<file path="src/rtl/serial_add_ctrl.sv">
// Bit-serial adder: one full adder (two halfadder_g1 cells + OR) processes operands LSB-first, WIDTH cycles per op.
// Optional SERIAL_ADD_SUB_EN adds a 'sub' port that selects a_in - b_in (inverted b, carry-in 1).

module halfadder_g1 (
  input  logic a,
  input  logic b,
  output logic s,
  output logic c
);
  assign s = a ^ b;
  assign c = a & b;
endmodule

module serial_add_ctrl #(
  parameter int WIDTH = 8
) (
  input  logic             clk,
  input  logic             rst_n,
  input  logic             start,
  input  logic [WIDTH-1:0] a_in,
  input  logic [WIDTH-1:0] b_in,
`ifdef SERIAL_ADD_SUB_EN
  input  logic             sub,
`endif
  output logic             busy,
  output logic             done,
  output logic [WIDTH-1:0] sum_out,
  output logic             cout_out
);

  localparam int CNT_W = $clog2(WIDTH);
  localparam logic [CNT_W-1:0] LAST = CNT_W'(WIDTH - 1);

  typedef enum logic [1:0] {IDLE, RUN, DONE} state_t;

  state_t             state;
  logic [WIDTH-1:0]   a_sh;
  logic [WIDTH-1:0]   b_sh;
  logic [WIDTH-2:0]   res_sh;
  logic [CNT_W-1:0]   count;
  logic               carry;

  logic               b_eff;
  logic               carry_init;
  logic               s1, c1, s_bit, c2, c_next;
  logic [WIDTH-1:0]   res_next;

`ifdef SERIAL_ADD_SUB_EN
  logic sub_q;
  assign b_eff      = b_sh[0] ^ sub_q;
  assign carry_init = sub;
`else
  assign b_eff      = b_sh[0];
  assign carry_init = 1'b0;
`endif

  halfadder_g1 u_ha1 (.a(a_sh[0]), .b(b_eff), .s(s1),    .c(c1));
  halfadder_g1 u_ha2 (.a(s1),      .b(carry), .s(s_bit), .c(c2));
  assign c_next = c1 | c2;

  // New bit enters at the MSB; on the last edge this is the complete result.
  assign res_next = {s_bit, res_sh};

  always_ff @(posedge clk or negedge rst_n) begin
    if (!rst_n) begin
      state    <= IDLE;
      a_sh     <= '0;
      b_sh     <= '0;
      res_sh   <= '0;
      count    <= '0;
      carry    <= 1'b0;
      busy     <= 1'b0;
      done     <= 1'b0;
      sum_out  <= '0;
      cout_out <= 1'b0;
`ifdef SERIAL_ADD_SUB_EN
      sub_q    <= 1'b0;
`endif
    end else begin
      case (state)
        IDLE: begin
          if (start) begin
            a_sh   <= a_in;
            b_sh   <= b_in;
            res_sh <= '0;
            count  <= '0;
            carry  <= carry_init;
            busy   <= 1'b1;
            state  <= RUN;
`ifdef SERIAL_ADD_SUB_EN
            sub_q  <= sub;
`endif
          end
        end
        RUN: begin
          a_sh   <= a_sh >> 1;
          b_sh   <= b_sh >> 1;
          res_sh <= res_next[WIDTH-1:1];
          carry  <= c_next;
          count  <= count + 1'b1;
          if (count == LAST) begin
            sum_out  <= res_next;
            cout_out <= c_next;
            done     <= 1'b1;
            state    <= DONE;
          end
        end
        DONE: begin
          done  <= 1'b0;
          busy  <= 1'b0;
          state <= IDLE;
        end
        default: begin
          done  <= 1'b0;
          busy  <= 1'b0;
          state <= IDLE;
        end
      endcase
    end
  end

endmodule

</file>
<file path="config.mk">
export PLATFORM = sky130hd
export DESIGN_NAME = serial_add_ctrl
export DESIGN_NICKNAME = d
export VERILOG_FILES = /design/src/rtl/serial_add_ctrl.sv
export SDC_FILE = /design/constraint.sdc
export NUM_CORES = 1
export LEC_CHECK = 0
export BUFFER_PORTS_ARGS = -buffer_cell sky130_fd_sc_hd__buf_2
export CORE_UTILIZATION = 50
export CTS_BUF_LIST = sky130_fd_sc_hd__clkbuf_8
export DETAILED_ROUTE_END_ITERATION = 12
export GPL_TIMING_DRIVEN = 0
export HOLD_SLACK_MARGIN = 0.06
export PLACE_DENSITY = 0.75
export SLEW_MARGIN = 20
export SYNTH_ARGS = -nofsm -noshare
export SYNTH_HDL_FRONTEND = slang
export SYNTH_SLANG_ARGS = --single-unit
</file>
<file path="constraint.sdc">
create_clock -name clk -period 2.2 [get_ports clk]
set_clock_uncertainty 0.05 [all_clocks]
set_input_delay 0.22 -clock clk [delete_from_list [all_inputs] [get_ports clk]]
set_output_delay 0.22 -clock clk [all_outputs]
set_load 0.01 [all_outputs]
</file>
==> flow_summary.json <==
{
  "status": "complete, no violations",
  "wl_um": 3367,
  "grt_pass1_wl_um": 5526,
  "drtAntennaViolNets": 0,
  "clkSinkCount": 40,
  "synthArstFlopShare": 1.000,
  "fill_cells": 241,
  "critPathMaxStageDelay_ns": 0.41,
  "grt_pass1_vias": 1158,
  "synth_top_area_share": 0.5887,
  "path_common_cell": "ha_1",
  "n_antenna_cell": 0,
  "crit_slowest_cell": "dfrtp_1",
  "synth_enable_flop_cells": 0,
  "arrival_ns": 1.67,
  "synthFlopType": "dfrtp_1",
  "synth_most_common_cell": "dfrtp_1",
  "ys_seq_elements": 40,
  "cts_resized": 0,
  "critPathBufInv": 0,
  "first_pass_iters": 4,
  "ys.warnings.count": 0,
  "endpoint_kind": "flop",
  "finish.utilization": 0.6496,
  "critical_path.top_delay_family": "adder cells",
  "final_cells": 218,
  "rsz0062_at_grt": "no",
  "num_vias": 1249,
  "maxCapViolCount": 0,
  "max_freq_mhz": 649.0,
  "antenna_found_initial": 0,
  "setup_violations": 0,
  "grt_max_degree": 41,
  "wl_per_cell_um": 15.44,
  "synthTopCellsByArea": "dfrtp_1 (59%), o22ai_1 (10%), mux2_4 (7.9%), a22o_1 (5.2%), a21oi_1 (5.0%)",
  "die_y_um": 60.32,
  "cts_tree": "done",
  "cts_root_buffer": "clkbuf_8",
  "synthTopCellsByCount": "dfrtp_1 (40), o22ai_1 (28), a21oi_1 (17)",
  "rows": 20,
  "core_mm2": 0.003128,
  "power.leakage_nw": 0.9845,
  "post_dp_cell_area_mm2": 0.001896,
  "route.detailed.drc": 0,
  "final_layout_size_suffix_gt1_frac": 0.3333,
  "finalSetupTns_ns": 0,
  "routed_via_density": 5.729,
  "drv_slew": 0,
  "clkTransAtPathRegs_ns": 0.08,
  "yosysTopAreaCell": "dfrtp_1",
  "synth-seq-area-share": 0.5887,
  "period_share": 0.7003,
  "drt_iter0_drc": 122,
  "crit_type": "flop to flop",
  "synthDistinctLibCells": 20,
  "place_congestion": 0.7758,
  "syn_to_final_growth_pct": 19.50,
  "overflow": 0,
  "netlist_area_mm2": 0.001700,
  "die_w_um": 60.32,
  "cp_cell_sequence": "ha_1, ha_1, nand2_4, mux2_4",
  "hold_viol": 0,
  "pin_count": 30,
  "cts_buffer_depth": 2,
  "insertion_delay_ns": 0.29,
  "multiInputGateArea_um2": 631.9,
  "design_area_mm2": 0.002032,
  "cp_max_fo": 10,
  "synthCells": 137,
  "power_density_mw_per_mm2": 1503,
  "htreeDepth": 2,
  "die_area_mm2": 0.003638,
  "worstHoldPathType": "primary input to flop",
  "peakVddDrop_mv": 0.6937,
  "tightest_slew_ns": 0.8735,
  "syn-num-nets": 159,
  "register_area_mm2": 0.001001,
  "portBuffers": 28,
  "start_util": 0.5436,
  "worstPathRequired_ns": 2.33,
  "syn_area_per_cell_um2": 12.41,
  "nets": 195,
  "dpl.cell_count": 209,
  "slew_headroom": 0.4177,
  "post-route-min-period_ns": 1.541,
  "grt_usage": 0.2150,
  "start_kind": "flop",
  "post-dp-hpwl_um": 2216,
  "p_total_w": 0.003054,
  "numCtsBuffers": 5
}
==> sequential cells by signal, summed over array words and instances, names as in the netlist <==
register,count
done,1
a_sh,8
sum_out,8
b_sh,8
cout_out,1
busy,1
res_sh,7
count,3
state,2
carry,1
==> repair_timing <==
item                                   CTS  global route
endpoints found under the hold margin   40             0
hold buffers                             1             0
buffers inserted                         0             0
==> power breakdown <==
group / internal [W] / switching [W]
logic: 0.000567 / 0.000534
clock network: 0.000400 / 0.000251
registers: 0.00107 / 0.000233
==> path summary, 6_finish.rpt <==
kind	cells after the start	slack (ns)	startpoint	end
min reg2reg	1	0.44	count[0]	count[0]
max	4	0.66	count[0]	sum_out[2]
max in group asynchronous	2	1.01	rst_n	state[0]
max reg2reg	4	0.66	count[0]	sum_out[2]
min	3	0.10	b_in[7]	b_sh[7]
min in group asynchronous	2	0.54	rst_n	a_sh[3]
==> per-stage QoR <==
step,worst slack [ns],hold slack (ns)
after floorplan,0.7783,-0.1256
after global placement,0.6955,0.3138
after detailed placement,0.6772,0.3344
after CTS,0.6512,0.1014
after global routing,0.5883,0.1274
final,0.6592,0.1041
==> metal layers <==
layer,share of wire,wire (um),GRT usage
met4,0.022,74,0.1229
met5,0,0,0
met3,0.051,173,0.06926
met2,0.44,1490,0.2967
met1,0.48,1628,0.2970
==> cell usage in the layout (no fill, tap or decap), types with 2 or more instances in the layout <==
master | netlist | final
dfrtp_1 | 40 | 40
buf_2 | 6 | 34
o22ai_1 | 28 | 28
a21oi_1 | 17 | 17
a22o_1 | 10 | 10
mux2_4 | 9 | 9
clkbuf_8 | 0 | 7
o21ai_0 | 4 | 4
buf_4 | 3 | 3
inv_1 | 3 | 3
nor2_1 | 3 | 3
nand2_1 | 3 | 3
nand2b_2 | 2 | 2
ha_1 | 2 | 2
==> cell type report <==
type                       count  share of cell area
multi-input combinational     84              0.3110
clock buffer                   7             0.04741
inverter                       3            0.005542
clock inverter                 1             0.01478
sequential                    40              0.4926
tap                           44             0.02709
buffer                        10             0.02771
timing repair buffer          29             0.07389
==> worst register-to-register path, cell delays in order (launching register included) <==
cell	delay (ns)
dfrtp_1	0.41
ha_1	0.22
ha_1	0.24
nand2_4	0.19
mux2_4	0.32
==> cells by family (layout without fill, tap and decap cells) <==
family / count (synthesis) / after routing / synth area share
AOI/OAI and AO/OA: 61 / 61 / 0.2237
buffers and inverters: 13 / 50 / 0.03973
adders and majority gates: 3 / 3 / 0.02649
muxes: 9 / 9 / 0.07947
DFF: 40 / 40 / 0.5887
and+or+nand+nor: 11 / 11 / 0.04194
(Power assumes the default switching activity.)
